<file path="src/rtl/axi_pack_conv_ax_mode_dispatch.sv">
// axi_pack_conv_ax_mode_dispatch: in-order N-way SSR AX request dispatcher with drain-on-mode-switch
module axi_pack_conv_ax_mode_dispatch #(
    parameter int ReqWidth       = 64,
    parameter int NumPaths       = 3,
    parameter int QueueDepth     = 4,
    parameter int MaxOutstanding = 8,
    parameter bit DrainOnSwitch  = 1'b1,
    parameter int ModeWidth      = $clog2(NumPaths),
    parameter int CntWidth       = $clog2(MaxOutstanding + 1)
) (
    input  logic                         clk_i,
    input  logic                         rst_ni,
    input  logic [ReqWidth-1:0]          req_i,
    input  logic [ModeWidth-1:0]         req_mode_i,
    input  logic                         req_valid_i,
    output logic                         req_ready_o,
    output logic [NumPaths*ReqWidth-1:0] path_req_o,
    output logic [NumPaths-1:0]          path_valid_o,
    input  logic [NumPaths-1:0]          path_ready_i,
    input  logic [NumPaths-1:0]          path_done_i,
    output logic [ModeWidth-1:0]         cur_mode_o,
    output logic                         draining_o,
    output logic                         err_o
);
    localparam int PtrWidth  = QueueDepth > 1 ? $clog2(QueueDepth) : 1;
    localparam int FillWidth = $clog2(QueueDepth + 1);
    localparam logic RUN   = 1'b0;
    localparam logic DRAIN = 1'b1;

    logic [ReqWidth-1:0]  mem_data [QueueDepth];
    logic [ModeWidth-1:0] mem_mode [QueueDepth];
    logic [PtrWidth-1:0]  wptr, rptr;
    logic [FillWidth-1:0] fill;
    logic [CntWidth-1:0]  cnt [NumPaths];
    logic [CntWidth-1:0]  cnt_m;
    logic [ModeWidth-1:0] head_mode;
    logic [ReqWidth-1:0]  head_data;
    logic [NumPaths-1:0]  inc, underflow;
    logic live, state, empty, full, push, pop, bad, busy, go_drain, dispatch, bad_pop;

    function automatic logic [PtrWidth-1:0] nxt(input logic [PtrWidth-1:0] p);
        return p == PtrWidth'(QueueDepth - 1) ? '0 : p + 1'b1;
    endfunction

    assign empty       = fill == '0;
    assign full        = fill == FillWidth'(QueueDepth);
    assign req_ready_o = live & ~full;
    assign push        = req_valid_i & req_ready_o;
    assign head_mode   = mem_mode[rptr];
    assign head_data   = mem_data[rptr];
    assign path_req_o  = {NumPaths{head_data}};
    assign bad         = int'(head_mode) >= NumPaths;
    assign draining_o  = state;

    // cnt_m is the head path's counter; busy flags any other path still in flight
    always_comb begin
        busy  = 1'b0;
        cnt_m = '0;
        for (int k = 0; k < NumPaths; k++) begin
            if (ModeWidth'(k) == head_mode) cnt_m = cnt[k];
            else if (cnt[k] != '0) busy = 1'b1;
        end
    end

    assign go_drain = ~empty & ~bad & (state == RUN) & DrainOnSwitch & (head_mode != cur_mode_o) & busy;
    assign dispatch = ~empty & ~bad & (state == RUN) & ~go_drain & (cnt_m < CntWidth'(MaxOutstanding));
    assign bad_pop  = ~empty & bad;

    genvar k;
    for (k = 0; k < NumPaths; k++) begin : g_path
        assign path_valid_o[k] = dispatch & (head_mode == ModeWidth'(k));
        assign inc[k]          = path_valid_o[k] & path_ready_i[k];
        assign underflow[k]    = path_done_i[k] & ~inc[k] & (cnt[k] == '0);
    end

    assign pop = (|inc) | bad_pop;

    // FIFO payload storage; head is only read once written, so no reset needed
    always_ff @(posedge clk_i) begin
        if (push) begin
            mem_data[wptr] <= req_i;
            mem_mode[wptr] <= req_mode_i;
        end
    end

    // FIFO pointers, fill level and the post-reset ready enable
    always_ff @(posedge clk_i or negedge rst_ni) begin
        if (!rst_ni) begin
            wptr <= '0;
            rptr <= '0;
            fill <= '0;
            live <= 1'b0;
        end else begin
            live <= 1'b1;
            wptr <= push ? nxt(wptr) : wptr;
            rptr <= pop ? nxt(rptr) : rptr;
            fill <= fill + FillWidth'(push) - FillWidth'(pop);
        end
    end

    // per-path outstanding counters: handshake increments, done decrements, both cancel
    always_ff @(posedge clk_i or negedge rst_ni) begin
        if (!rst_ni) begin
            for (int i = 0; i < NumPaths; i++) cnt[i] <= '0;
        end else begin
            for (int i = 0; i < NumPaths; i++) begin
                if (inc[i] & ~path_done_i[i] & (cnt[i] != CntWidth'(MaxOutstanding))) cnt[i] <= cnt[i] + 1'b1;
                else if (path_done_i[i] & ~inc[i] & (cnt[i] != '0)) cnt[i] <= cnt[i] - 1'b1;
            end
        end
    end

    // drain FSM, last dispatched mode and sticky error
    always_ff @(posedge clk_i or negedge rst_ni) begin
        if (!rst_ni) begin
            state      <= RUN;
            cur_mode_o <= '0;
            err_o      <= 1'b0;
        end else begin
            state      <= (state == RUN) ? go_drain : busy;
            cur_mode_o <= (|inc) ? head_mode : cur_mode_o;
            err_o      <= err_o | bad_pop | (|underflow);
        end
    end
endmodule

</file>
<file path="config.mk">
export PLATFORM = sky130hd
export DESIGN_NAME = axi_pack_conv_ax_mode_dispatch
export DESIGN_NICKNAME = d
export VERILOG_FILES = /design/src/rtl/axi_pack_conv_ax_mode_dispatch.sv
export SDC_FILE = /design/constraint.sdc
export NUM_CORES = 1
export LEC_CHECK = 0
export CORE_AREA = 2 2 153 155
export DETAILED_ROUTE_END_ITERATION = 10
export DIE_AREA = 0 0 155 157
export PLACE_DENSITY_LB_ADDON = 0.12
export SLEW_MARGIN = 20
export SYNTH_ARGS = -nofsm -noshare
export SYNTH_HDL_FRONTEND = slang
export SYNTH_SLANG_ARGS = --single-unit
</file>
<file path="constraint.sdc">
create_clock -name clk_i -period 8 [get_ports clk_i]
set_input_delay 1.6 -clock clk_i [delete_from_list [all_inputs] [get_ports clk_i]]
set_output_delay 1.6 -clock clk_i [all_outputs]
set_load 0.02 [all_outputs]
</file>
Yosys cells after proc, flatten, opt, wreduce, memory -nomap -nowiden

Memories as Yosys holds them, arrays and structs flattened.
Cells that the tools add are included.

Bits in writable memories: 264
Input bits: 75
Logic and storage cells: 112
Memories kept: 2
Register bits: 24

Memories:

| name     | depth | bits a word | rd ports | clocked after memory_dff | write ports | line | source |
|---|---|---|---|---|---|---|---|
| mem_data | 4     | 64          | 1        | 0                        | 1           | 30   | `logic [ReqWidth-1:0] mem_data [QueueDepth];` |
| mem_mode | 4     | 2           | 1        | 0                        | 1           | 31   | `logic [ModeWidth-1:0] mem_mode [QueueDepth];` |

Bitwise operators: 44
Magnitude comparators: 2
Reduce and logical (&&, ||, !) cells: 13
Equal/unequal tests: 11
Multiplexer cells: 20
$add $sub $neg: 10

Operators with widths:

| cell                  | count |
|---|---|
| $mux W4               | 9 |
| $and A1 B1 Y1         | 30 |
| $add A4 B1 Y4 const B | 3 |
| $logic_not A4 Y1      | 3 |
| $ne A4 B4 Y1 const B  | 3 |
| $reduce_bool A4 Y1    | 3 |
| $sub A4 B1 Y4 const B | 3 |
| $not A1 Y1            | 11 |
| $mux W1               | 9 |
| $eq A2 B2 Y1 const B  | 3 |
| $reduce_bool A2 Y1    | 3 |
| $reduce_or A3 Y1      | 2 |
| $add A2 B1 Y2 const B | 2 |
| $lt A4 B4 Y1 const B  | 1 |
| $mux W2               | 2 |
| $add A3 B1 Y3         | 1 |
| $eq A3 B3 Y1 const B  | 1 |
| $logic_not A3 Y1      | 1 |
| $or A1 B1 Y1          | 3 |
| $sub A3 B1 Y3         | 1 |
| $eq A1 B2 Y1 const A  | 1 |
| $eq A2 B1 Y1 const B  | 1 |
| $eq A2 B2 Y1 const A  | 1 |
| $ge A2 B2 Y1 const B  | 1 |
| 2 further kinds       | 2 |

Longest topological paths before layout

Gate-level depths: netlist (run 1).

Word-level depth: 18
Depth in mapped cells: 14

Worst setup path before layout (run 1)

No wires, ideal clock.

Kind: reg-to-output
Start point: reg rptr[0]
End point: out path_req_o[100]
Arrival: 2.305 ns
Stages on the path, launching flop included: 6
Required time: 6.400 ns
Path slack: 4.095 ns
Path through: dfrtp_1 > buf_6 > clkbuf_1 > buf_1 > mux4_2 > buf_4

Cells in the longest elaborated chain, start to end: 1

Ends and longest elaborated chain:

| what                   | line | source |
|---|---|---|
| start, declared        | 32   | `logic [PtrWidth-1:0] wptr, rptr;` |
| start signal, assigned | 96   | `rptr <= pop ? nxt(rptr) : rptr;` |
| $mem_v2 Z4 W64         | -    |  |
| end, declared          | 17   | `output logic [NumPaths*ReqWidth-1:0] path_req_o,` |

No other way between the ends.

Worst setup path after layout (run 1)

Start point: reg rptr[1]
End point: out path_valid_o[0]

Cells in the longest elaborated chain, start to end: 12
Elaborated cells between the ends (all ways): 24
Those cells by class: 2 x order compare; 3 x eq/ne; 8 x mux; 9 x bitwise; 1 x reduce/logical; 1 x memory

Ends and longest elaborated chain:

| what                        | line   | source |
|---|---|---|
| $mem_v2 Z4 W2 *             | -      |  |
| $logic_not A2 Y1            | 60, 71 |  |
| $mux W1                     | 60     | `if (ModeWidth'(k) == head_mode) cnt_m = cnt[k];` |
| $mux W1                     | 61     | `else if (cnt[k] != '0) busy = 1'b1;` |
| $mux W1                     | 60     |  |
| $mux W1                     | 61     |  |
| $mux W1                     | 60     |  |
| $and A1 B1 Y1               | 65     | `assign go_drain = ~empty & ~bad & (state == RUN) & DrainOnSwitch & (head_mode != cur_mode_o) & busy;` |
| $not A1 Y1                  | 66     | `assign dispatch = ~empty & ~bad & (state == RUN) & ~go_drain & (cnt_m < CntWidth'(MaxOutstanding));` |
| $and A1 B1 Y1 (2 in series) | 66     |  |
| $and A1 B1 Y1 *             | 71     | `assign path_valid_o[k] = dispatch & (head_mode == ModeWidth'(k));` |
| end, declared               | 18     | `output logic [NumPaths-1:0] path_valid_o,` |

Mark *: on every way between the ends. The rest lies on a longest branch, timed or not.

==> results.sh, run 1 <==
export IMPL_status="finished clean"
export IMPL_crit_end="path_valid_o[0]"
export IMPL_rrSetupSlack_ps=3790
export IMPL_crit_type="reg -> out"
export IMPL_portBuffers=274
export IMPL_cts_setup_buffers=0
export IMPL_routedWlPerCell_um=20.6
export IMPL_dp_hpwl_mm=14.3
export IMPL_die_area_mm2=0.0243
export IMPL_drv_cap=0
export IMPL_ys_seq_area_frac=0.693
export IMPL_tightest_slew_ps=1050
export IMPL_grt_max_degree=69
export IMPL_cpPeakStageDelay_ps=1120
export IMPL_dp_cells=1080
export IMPL_path_clk_slew_ps=60
export IMPL_r2r_cells=12
export IMPL_period_share=0.685
export IMPL_grt_pass1_vias=6550
export IMPL_syn_avg_cell_area_um2=18.4
export IMPL_p_leak_uw=0.00519
export IMPL_gr_usage_all_layers=0.189
export IMPL_tritoncts="built"
export IMPL_fmax_ghz=0.183
export IMPL_dr_first_iter_drc_count=362
export IMPL_vias_per_cell=5.54
export IMPL_grt_use_met2=0.338
export IMPL_area_growth_pct=24.8
export IMPL_crit_chain="mux4_2, nor2b_1, a22oi_2, o211ai_4, and3_1, clkdlybuf4s50_1"
export IMPL_synth_area_leader_cell="edfxtp_1"
export IMPL_antenna_found_initial=1
export IMPL_synthCells=668
export IMPL_fin_cells=1135
export IMPL_slew_violations=0
export IMPL_core_area_mm2=0.0225
export IMPL_routed_wl_mm=23.4
export IMPL_ios=275
export IMPL_setup_viol_count_final=0
export IMPL_root_buffer="clkbuf_16"
export IMPL_yosysWarnings=0
export IMPL_grt_use_met1=0.238
export IMPL_diodes=0
export IMPL_synth_common_cells="264 x edfxtp_1, 128 x buf_4, 66 x mux4_2, 24 x dfrtp_1, 14 x inv_1"
export IMPL_finalHoldViolations=0
export IMPL_cts_buffers=30
export IMPL_syn_nets=760
export IMPL_grt_overflow=0
export IMPL_layout_drive_gt1_share=0.166
export IMPL_synth_ff_type="edfxtp_1"
export IMPL_clockBufferDepth=3
export IMPL_insertion_delay_ps=550
export IMPL_reg2reg_from="rptr[1]"
export IMPL_regToRegEndpoint="cnt[10]"
export IMPL_critical_path_depth=6
export IMPL_drc=0
export IMPL_vias=6292
export IMPL_ant_nets=0
export IMPL_min_path_type="reg -> reg"
export IMPL_yosysMostFrequentCell="edfxtp_1"
export IMPL_async_flop_share=0.0833
export IMPL_ys_seq_elements=288
export IMPL_start_util=0.547
export IMPL_p_total_uw=6380
export IMPL_ir_drop_mv=0.376
export IMPL_finalNetCount=920
export IMPL_cts_sinks=288
export IMPL_cts_repair_resize_count=0
export IMPL_synth_edf_count=264
export IMPL_path_delay_family="flip-flops"
export IMPL_worst_ep_required_time_ps=6400
export IMPL_synth_area_mm2=0.0123
export IMPL_rsz0062_at_grt="false"
export IMPL_path_max_fanout=68
export IMPL_die_y_um=157
export IMPL_dieWidth_um=155
export IMPL_slowest_stage="dfrtp_4"
export IMPL_period_needed_ps=5480
export IMPL_postCtsHoldBufs=0
export IMPL_setup_tns_final_ps=0
export IMPL_top_usage_layer="met2"
export IMPL_h_tree_depth=1
export IMPL_fin_skew_ps=11.0
export IMPL_num_rows=55
export IMPL_grt_pass1_wl_mm=35.5
export IMPL_synth_cell_types=58
export IMPL_endpoint_kind="output port"
export IMPL_synth_top_area_share=0.644
export IMPL_first_pass_iters=5
export IMPL_use_met3=0.0416
export IMPL_cp_start_kind="flop"
export IMPL_critPathLaunch="rptr[1]"
export IMPL_arrival_ps=3880
export IMPL_place_gp_congestion=0.905
export IMPL_ys_top_cells_by_area="edfxtp_1 64%, mux4_2 12%, buf_4 7.8%"
export IMPL_crit_buf_inv=1
export IMPL_max_slew_margin_rel=0.297
export IMPL_powerDensity_mw_per_mm2=415
export IMPL_fin_hold_ws_ps=516
==> cell families after synthesis <==
| logic type | after synthesis | share of synthesized area |
|---|---|---|
| fa+ha+maj | 17 | 0.0197 |
| buf+inv | 162 | 0.0903 |
| flops | 288 | 0.693 |
| compound gates | 52 | 0.0331 |
| simple gates | 70 | 0.0326 |
| xor+xnor | 6 | 0.00427 |
| other cells | 1 | 0.000305 |
| mux | 72 | 0.126 |
==> power by group <==
| group | internal (uW) | switching (uW) |
|---|---|---|
| registers | 1850 | 194 |
| logic | 1470 | 1530 |
| clock network | 784 | 550 |
| total | 4100 | 2270 |
==> area by class of cell <==
| cell class | instances | area (um^2) |
|---|---|---|
| Clock buffer | 34 | 766 |
| Clock inverter | 20 | 199 |
| Fill cell | 1462 | 7150 |
| Inverter | 14 | 52.6 |
| Multi-Input combinational cell | 218 | 2680 |
| Sequential cell | 288 | 8540 |
| Tap cell | 285 | 357 |
| Timing Repair Buffer | 276 | 2770 |
==> worst reg2reg max path: stages, from the launching register on <==
cell     delay (ps)
dfrtp_4        1120
mux4_2          560
nor2b_1         340
a22oi_2         150
o211a_4         320
nor3_1          260
inv_1           140
fa_1            390
xnor2_1         290
a21oi_1         120
o22ai_1         220
a31oi_1          70
o211a_1         120
==> worst min path at each step <==
stage | to | start | cells past startpoint
after CTS | err_o | err_o | 2
final | err_o | err_o | 2
after detailed placement | err_o | err_o | 2
after floorplan | fill[0] | fill[0] | 1
after global placement | fill[0] | fill[0] | 1
after global routing | err_o | err_o | 2
==> layer usage <==
| metal | vias to the layer above | part of all wire |
|---|---|---|
| li1 | 2809 | - |
| met1 | 3192 | 0.39 |
| met2 | 252 | 0.52 |
| met3 | 37 | 0.068 |
| met4 | 2 | 0.016 |
| met5 | - | 0.00051 |
==> registers in the layout (all words and copies together), names as in the netlist <==
name / cells
mem_data: 256
cnt: 12
mem_mode: 8
fill: 3
cur_mode_o: 2
rptr: 2
wptr: 2
draining_o: 1
err_o: 1
live: 1
==> cells in the final DEF (no fill, tap or decap), drive strengths merged, types with 3 or more instances in the layout <==
master,synthesis,routed
mux2,4,4
nor2,13,13
clkbuf,9,34
bufinv,0,3
mux4,66,66
clkdlybuf4s50,0,273
o211a,3,3
dfrtp,24,24
nor2b,3,3
nand3,11,11
or3,4,4
nor3,6,6
edfxtp,264,264
nand4,3,3
ha,13,13
and3,11,11
o21ai,12,12
a21oi,13,13
clkinv,0,17
xnor2,5,5
a21o,4,4
buf,139,3
nand2,13,13
inv,14,14
fa,4,4
==> per-stage QoR <==
| step | worst slack (ps) | utilization | cell area (um^2) |
|---|---|---|---|
| after global placement | 3160 | 0.639 | 14400 |
| after global routing | 2300 | 0.682 | 15400 |
| after floorplan | 4090 | - | 12300 |
| after CTS | 2490 | 0.682 | 15300 |
| final | 2520 | 0.682 | 15400 |
| after detailed placement | 3070 | 0.639 | 14400 |
Power figures use the tool's default switching activity.
==> inputs of run 2 (changes only) <==
CORE_AREA = 2 2 167 169   (was 2 2 153 155)
DIE_AREA = 0 0 169 171   (was 0 0 155 157)
clock period = 4.85 ns   (was 8 ns; I/O delays follow)
==> results.sh, run 2 (same netlist as run 1, synthesis figures left out) <==
export IMPL_drc=0
export IMPL_cts_buffers=30
export IMPL_grt_pass1_vias=6614
export IMPL_path_clk_slew_ps=60
export IMPL_num_rows=61
export IMPL_final_cell_mix="273 x clkdlybuf4s50_1, 264 x edfxtp_1, 66 x mux4_2"
export IMPL_rsz0062_at_grt="false"
export IMPL_layout_commonest_cell="clkdlybuf4s50_1"
export IMPL_tritoncts="built"
export IMPL_ios=275
export IMPL_endpoint_kind="output port"
export IMPL_root_buffer="clkbuf_16"
export IMPL_area_growth_pct=26.4
export IMPL_start_util=0.450
export IMPL_period_needed_ps=4480
export IMPL_arrival_ps=3510
export IMPL_grt_pass1_wl_mm=37.4
export IMPL_period_share=0.923
export IMPL_first_pass_iters=4
export IMPL_finalHoldViolations=0
export IMPL_clockBufferDepth=3
export IMPL_fin_skew_ps=10.5
export IMPL_ir_drop_mv=0.456
export IMPL_fillCellCount=2094
export IMPL_dieWidth_um=169
export IMPL_largestRegisters="mem_data: 256 flops, cnt: 12 flops, mem_mode: 8 flops"
export IMPL_gr_usage_all_layers=0.169
export IMPL_min_path_type="in -> async"
export IMPL_core_area_mm2=0.0273
export IMPL_largest_reg_flops=256
export IMPL_postCtsHoldBufs=0
export IMPL_drv_cap=0
export IMPL_routedWlPerCell_um=20.3
export IMPL_setup_tns_final_ps=0
export IMPL_tightest_slew_ps=883
export IMPL_max_slew_margin_rel=0.412
export IMPL_h_tree_depth=1
export IMPL_p_leak_uw=0.00524
export IMPL_crit_type="reg -> out"
export IMPL_place_gp_congestion=0.830
export IMPL_design_area_mm2=0.0156
export IMPL_fmax_ghz=0.223
export IMPL_top_register="mem_data"
export IMPL_vias_per_cell=5.25
export IMPL_powerDensity_mw_per_mm2=683
export IMPL_routed_wl_mm=24.4
export IMPL_path_max_fanout=15
export IMPL_dp_hpwl_mm=15.8
export IMPL_die_y_um=171
export IMPL_dr_first_iter_drc_count=450
export IMPL_finalNetCount=926
export IMPL_antenna_found_initial=1
export IMPL_insertion_delay_ps=540
export IMPL_slew_violations=0
export IMPL_vias=6302
export IMPL_cts_repair_resize_count=0
export IMPL_ant_nets=0
export IMPL_worst_ep_required_time_ps=3880
export IMPL_portBuffers=274
export IMPL_grt_max_degree=43
export IMPL_cts_sinks=288
export IMPL_grt_overflow=0
export IMPL_status="finished clean"
export IMPL_placed_area_mm2=0.0146
export IMPL_cp_start_kind="flop"
export IMPL_layout_drive_gt1_share=0.169
export IMPL_die_area_mm2=0.0289
export IMPL_setup_viol_count_final=0
[run 2: cell types whose count changed in the layout (fill, tap and decap cells not counted), sizes merged]
| cell | delta |
|---|---|
| buf | +6 |
| clkinvlp | +1 |
| clkbuf | +3 |
| diode | +1 |
| clkinv | -7 |
| bufinv | +1 |
[run 2: worst paths after layout]
path,end,cells after the start,slack [ps],start
max,path_valid_o[0],6,370,rptr[0]
max in group asynchronous,rptr[1],1,3970,rst_ni
min,cnt[5],1,430,rst_ni
min reg2reg,err_o,2,540,err_o
max reg2reg,cnt[10],12,1090,rptr[0]
min in group clk_i,err_o,2,540,err_o
[run 2: repair_timing]
action | 4_1_cts | 5_1_grt
hold endpoints to repair | 0 | 0
buffers inserted | 0 | 1
setup endpoints to repair | 0 | 3
[run 2: metal layers]
metal,track usage,share of wire
met4,0.0360,0.019
met3,0.0416,0.062
met1,0.207,0.39
met2,0.304,0.53
met5,0,0
[run 2: area by class of cell]
cell class                 instances  area [um^2]  share of cell area
tap                              346          433              0.0278
clock buffer                      37          798              0.0513
timing repair buffer             282         2880               0.185
clock inverter                    15          170              0.0109
antenna                            1         2.50            0.000161
inverter                          14         52.6             0.00338
sequential                       288         8540               0.549
multi-input combinational        218         2680               0.172
[run 2: worst max-delay path, stage by stage, from the launching register on]
cell	delay, ps
dfrtp_4	640
mux4_2	700
nor2b_1	300
a22oi_2	160
o211ai_4	360
and3_1	210
clkdlybuf4s50_1	600
[run 2: through the flow]
| step | utilization | total power, uW | instances | setup WS (ps) | hold slack (ps) |
|---|---|---|---|---|---|
| floorplan | - | 6950 | 668 | 1570 | 494 |
| global placement | 0.529 | 8380 | 1142 | 772 | 511 |
| detailed placement | 0.533 | 8470 | 1147 | 702 | 530 |
| CTS | 0.568 | 10800 | 1199 | 111 | 439 |
| global route | 0.569 | 11100 | 1200 | 171 | 463 |
| finish | 0.569 | 10600 | 1201 | 374 | 433 |
[run 2: where the power goes]
group          switching, uW  leakage [uW]  total [uW]  internal [uW]
clock network            886      0.000471        2250           1370
registers                230       0.00267        3280           3050
logic                   2640       0.00209        5090           2450
